`src/rtl/store_buffer_pkg.sv`:
```
// Shared types and defaults for the cpu store buffer.
// The entry struct describes one posted store at the default 32-bit address/data width.
package store_buffer_pkg;
    localparam int XLEN     = 32;
    localparam int SB_DEPTH = 4;

    typedef struct packed {
        logic [29:0] waddr;
        logic [31:0] data;
    } sb_entry_t;
endpackage

```
`src/rtl/store_buffer_fwd.sv`:
```
// Load-forwarding search: finds the youngest valid buffered store to the queried word.
// Walks from oldest (head) to youngest so that later matches override earlier ones.
module store_buffer_fwd
    import store_buffer_pkg::*;
#(
    parameter int DEPTH = SB_DEPTH,
    parameter int AW    = XLEN,
    parameter int DW    = XLEN,
    localparam int PW   = $clog2(DEPTH)
) (
    input  logic [DEPTH-1:0][AW-3:0] waddr_i,
    input  logic [DEPTH-1:0][DW-1:0] data_i,
    input  logic [DEPTH-1:0]         valid_i,
    input  logic [PW-1:0]            head_i,
    input  logic [AW-3:0]            qaddr_i,
    output logic                     hit_o,
    output logic [DW-1:0]            hit_data_o
);

    logic [PW-1:0] idx;

    always_comb begin
        hit_o      = 1'b0;
        hit_data_o = '0;
        idx        = '0;
        for (int i = 0; i < DEPTH; i++) begin
            idx = head_i + PW'(i);
            if (valid_i[idx] && (waddr_i[idx] == qaddr_i)) begin
                hit_o      = 1'b1;
                hit_data_o = data_i[idx];
            end
        end
    end

endmodule

```
`src/rtl/store_buffer.sv`:
```
// Posted-write buffer between the cpu data port and data memory.
// Stores retire in one cycle into a circular FIFO; a drain port writes them out in order.
module store_buffer
    import store_buffer_pkg::*;
#(
    parameter int DEPTH = SB_DEPTH,
    parameter int AW    = XLEN,
    parameter int DW    = XLEN
) (
    input  logic          clk,
    input  logic          n_reset,
    input  logic [AW-1:0] dataAddr,
    input  logic [DW-1:0] writeData,
    input  logic          we,
    output logic [DW-1:0] readData,
    output logic          stall,
    output logic          empty,
    output logic [AW-1:0] mem_raddr,
    input  logic [DW-1:0] mem_rdata,
    output logic          mem_wvalid,
    input  logic          mem_wready,
    output logic [AW-1:0] mem_waddr,
    output logic [DW-1:0] mem_wdata
);

    localparam int PW = $clog2(DEPTH);
    localparam int CW = PW + 1;

    logic [PW-1:0] head_q, head_d;
    logic [PW-1:0] tail_q, tail_d;
    logic [CW-1:0] count_q, count_d;

    logic [DEPTH-1:0][AW-3:0] waddr_q;
    logic [DEPTH-1:0][DW-1:0] data_q;
    logic [DEPTH-1:0]         valid;

    logic full, enq, deq, hit;
    logic [DW-1:0] hit_data;
    logic [PW-1:0] off;

    assign full  = (count_q == CW'(DEPTH));
    assign empty = (count_q == '0);
    assign enq   = we && !full;
    assign deq   = !empty && mem_wready;
    assign stall = we && full;

    assign mem_wvalid = !empty;
    assign mem_waddr  = {waddr_q[head_q], 2'b00};
    assign mem_wdata  = data_q[head_q];
    assign mem_raddr  = dataAddr & ~AW'(3);

    always_comb begin
        head_d  = deq ? head_q + PW'(1) : head_q;
        tail_d  = enq ? tail_q + PW'(1) : tail_q;
        count_d = count_q;
        case ({enq, deq})
            2'b10:   count_d = count_q + CW'(1);
            2'b01:   count_d = count_q - CW'(1);
            default: count_d = count_q;
        endcase
    end

    always_ff @(posedge clk or negedge n_reset) begin
        if (!n_reset) begin
            head_q  <= '0;
            tail_q  <= '0;
            count_q <= '0;
        end else begin
            head_q  <= head_d;
            tail_q  <= tail_d;
            count_q <= count_d;
        end
    end

    // Entry storage carries no reset; occupancy is tracked solely by count_q.
    always_ff @(posedge clk) begin
        if (enq) begin
            waddr_q[tail_q] <= dataAddr[AW-1:2];
            data_q[tail_q]  <= writeData;
        end
    end

    always_comb begin
        valid = '0;
        off   = '0;
        for (int j = 0; j < DEPTH; j++) begin
            off      = PW'(j) - head_q;
            valid[j] = ({1'b0, off} < count_q);
        end
    end

    store_buffer_fwd #(
        .DEPTH(DEPTH),
        .AW   (AW),
        .DW   (DW)
    ) u_fwd (
        .waddr_i   (waddr_q),
        .data_i    (data_q),
        .valid_i   (valid),
        .head_i    (head_q),
        .qaddr_i   (dataAddr[AW-1:2]),
        .hit_o     (hit),
        .hit_data_o(hit_data)
    );

    assign readData = hit ? hit_data : mem_rdata;

endmodule

```
`config.mk`:
```
export PLATFORM = sky130hd
export DESIGN_NAME = store_buffer
export DESIGN_NICKNAME = d
export VERILOG_FILES = /design/src/rtl/store_buffer_pkg.sv /design/src/rtl/store_buffer_fwd.sv /design/src/rtl/store_buffer.sv
export SDC_FILE = /design/constraint.sdc
export NUM_CORES = 1
export LEC_CHECK = 0
export BUFFER_PORTS_ARGS = -buffer_cell sky130_fd_sc_hd__buf_2
export CORE_UTILIZATION = 59
export CTS_CLUSTER_DIAMETER = 40
export DETAILED_ROUTE_END_ITERATION = 6
export GPL_TIMING_DRIVEN = 0
export PLACE_DENSITY = 0.8
export SLEW_MARGIN = 20
export SYNTH_ARGS = -nofsm -noshare
export SYNTH_HDL_FRONTEND = slang
export SYNTH_SLANG_ARGS = --single-unit
```
`constraint.sdc`:
```
create_clock -name clk -period 6.85 [get_ports clk]
set_input_delay 1.37 -clock clk [delete_from_list [all_inputs] [get_ports clk]]
set_output_delay 1.37 -clock clk [all_outputs]
set_load 0.1 [all_outputs]
```
==> impl_metrics.csv <==
group,metric,value,unit
status,outcome,"finished, final reports clean",
yosys,synth_cell_types,68,
final_layout,finalInstanceArea,0.02126,mm2
clock_network,holdBufCountCts,0,
routing,wirelength,58870,um
clock_network,cts_tree,"yes",
final_layout,instances_no_fill,2142,
floorplanning,io_pins,231,
yosys,yosysWarnings,0,
final_layout,n_fill_cell,2007,
yosys,synth_area,0.01784,mm2
final_layout,layout_commonest_cell,"edfxtp_1",
power_and_ir_drop,power,11.94,mW
routing,dr.pass1.iters,6,
power_and_ir_drop,p_switching,6.252,mW
yosys,ys_async_sr_fraction,2.745,%
yosys,avgSynthCellArea,12.43,um2
power_and_ir_drop,sequentialPowerShare,19.0,%
worst_setup_path,arrival,5.47,ns
placed_design,placed_area,0.01957,mm2
power_and_ir_drop,comb_power_share,62.0,%
worst_setup_path,crit_type,"reg2out",
sta,finalCritPeriodShare,99.83,%
worst_setup_path,cp-start-kind,"flop",
global_route,grt_start_max_net_pins,45,
global_route,antenna_found_initial,3,
routing,wl_per_cell,27.48,um
routing,ant_nets,0,
floorplanning,row_count,63,
sta,maxSlewHeadroom,31.60,%
power_and_ir_drop,power_density,561.6,mW/mm2
floorplanning,start_util,60.03,%
clock_network,ctsLongestPathBuffers,3,
routing,vias_per_cell,7.023,
final_layout,final_cell_mix,"edfxtp_1 (248), buf_2 (222), mux2i_1 (114), mux4_2 (108), nand2_1 (103)",
routing,drc,0,
placed_design,routabilityCongestion,0.9780,
power_and_ir_drop,p_leak,7.826,nW
final_layout,final_util,71.53,%
placed_design,dp_cells,2056,
sta,rsz0062_at_grt,"no",
sta,maxSlewViolCount,0,
power_and_ir_drop,worst_ir_drop_vdd,570.4,uV
global_route,overflow,0,
global_route,grt.total_usage,37.65,%
sta,whs,0.5147,ns
clock_network,cts_buffers,46,
sta,tns,0,ns
global_route,grt_pass1_wl,86830,um
yosys,yosysSeqAreaShare,42.73,%
yosys,synth-edff-count,248,
run,drv_cap,0,
placed_design,dp_slack,-0.4140,ns
final_layout,drive_gt1_share,36.66,%
floorplanning,die_w,175.9,um
clock_network,cts_root_buffer,"clkbuf_16",
yosys,yosysTopAreaCellShare,41.75,%
floorplanning,fp.dieArea,0.03093,mm2
final_layout,area_delta_synth_final,19.16,%
final_layout,nNetsFinal,1824,
power_and_ir_drop,switching_share,52.38,%
sta,clock_skew,0.01460,ns
clock_network,cts.sinks,255,
clock_network,ctsHtreeMaxLevel,2,
clock_network,path_clk_slew,0.05,ns
yosys,synthFlopType,"edfxtp_1",
yosys,synthCells,1435,
power_and_ir_drop,clkPwrFrac,19.0,%
yosys,ys_ff_latch,255,
worst_setup_path,cp_data_required_time,5.48,ns
sta,max_slew.worst_pin.slew,1.026,ns
clock_network,insertion_delay,0.57,ns
sta,layout_setup_ws,0.01133,ns
yosys,synth.largest_area_cell,"edfxtp_1",
worst_setup_path,cp_max_fo,19,
global_route,grt_pass1_vias,14560,
yosys,yosys-top-cells-area,"edfxtp_1 (42%), mux4_2 (14%), mux2i_1 (6.4%), xnor2_1 (4.2%), nand4_1 (3.1%)",
sta,setup_viol,0,
routing,drt_iter0_drc,2487,
power_and_ir_drop,p_int,5.685,mW
floorplanning,die_h,175.9,um
sta,fmax,146.2,MHz
hold_path,min_path_type,"reg2reg",
placed_design,dpl.hpwl,40250,um
placed_design,numPortBuffers,224,
routing,vias,15040,
worst_setup_path,end_kind,"output port",
floorplanning,core_region_area,0.02972,mm2
sta,hold_viol,0,
sta,finalCriticalPeriod,6.839,ns
==> repair_timing <==
action                                  4_1_cts  5_1_grt
endpoints found under the setup margin       32       32
gates resized for setup                      36       17
endpoints found under the hold margin         0        0
pin swaps                                     1        2
buffers inserted                              0        1
==> area by class of cell <==
cell class / instances / area [um2] / area share, %
inverter: 12 / 45.04 / 0.2119
clock inverter: 36 / 354.1 / 1.666
tap: 390 / 488.0 / 2.296
antenna: 1 / 2.502 / 0.01177
timing repair buffer: 229 / 1338 / 6.293
sequential: 255 / 7622 / 35.86
multi-input combinational: 1015 / 9211 / 43.34
clock buffer: 49 / 1184 / 5.569
buffer: 155 / 1011 / 4.756
==> logic make-up after synthesis <==
family                   share of synthesized area [%]
XOR/XNOR                                         6.453
AO/OA/AOI/OAI                                    12.13
buffers and inverters                            5.878
other                                          0.02102
AND/OR/NAND/NOR                                  9.259
multiplexers                                     22.78
adder cells (fa/ha/maj)                         0.7435
flip-flops                                       42.73
==> registers in the layout, indices dropped and copies added, names as in the netlist <==
signal / cells
tail_q: 2
data_q: 128
waddr_q: 120
count_q: 3
head_q: 2
==> path summary, 6_finish.rpt <==
check                      startpoint           end  slack [ns]  depth (start not counted)
max                         head_q[1]  readData[20]        0.01                         17
min                        count_q[0]    count_q[0]        0.51                          1
max reg2reg                 head_q[1]     head_q[1]        3.50                          8
min reg2reg                count_q[0]    count_q[0]        0.51                          1
max in group asynchronous     n_reset    count_q[0]        6.03                          1
min in group asynchronous     n_reset     head_q[0]        0.64                          1
==> synthesized netlist by cell type (5+ instances only) <==
cell type and count:
a21oi_1 93, a22oi_2 30, and2_1 35, buf_1 8, buf_2 30, buf_4 39
buf_6 21, clkbuf_1 52, dfrtp_1 7, edfxtp_1 248, ha_1 9, inv_1 10
mux2_2 33, mux2i_1 114, mux4_2 108, nand2_1 103, nand4_1 87, nor2_1 39
nor3_1 5, nor4_1 9, o211ai_1 31, o21ai_0 67, o21ai_1 31, o31ai_2 32
xnor2_1 85, xor2_1 39
==> worst max-delay path, cell delays in order (launching register included) <==
cell,delay (ns)
dfrtp_1,0.41
buf_4,0.29
buf_6,0.23
buf_4,0.26
inv_1,0.16
clkbuf_4,0.29
buf_4,0.27
ha_1,0.38
or3_1,0.36
a22oi_1,0.21
o2111ai_1,0.24
nor4_4,0.73
a2111oi_4,0.08
buf_4,0.21
buf_6,0.17
a22oi_2,0.22
o31ai_2,0.11
buf_4,0.24
==> power by group through the flow <==
| stage | clock network (mW) | registers, mW | logic (mW) |
|---|---|---|---|
| global placement | 0 | 2.28 | 7.08 |
| floorplan | 0 | 2.22 | 5.62 |
| finish | 2.27 | 2.26 | 7.41 |
| CTS | 2.27 | 2.25 | 7.27 |
| global route | 2.33 | 2.28 | 7.66 |
| detailed placement | 0 | 2.27 | 7.22 |
==> metal layers <==
layer	track usage [%]	part of all wire [%]	vias to the layer above	wire length (um)
met2	61.28	47	1364	27770
met1	47.37	35	7244	20670
li1	-	-	6168	-
met3	8.117	12	265	7165
met4	19.53	5.5	2	3241
met5	0	0.022	-	13
Power figures use the tool's default switching activity.
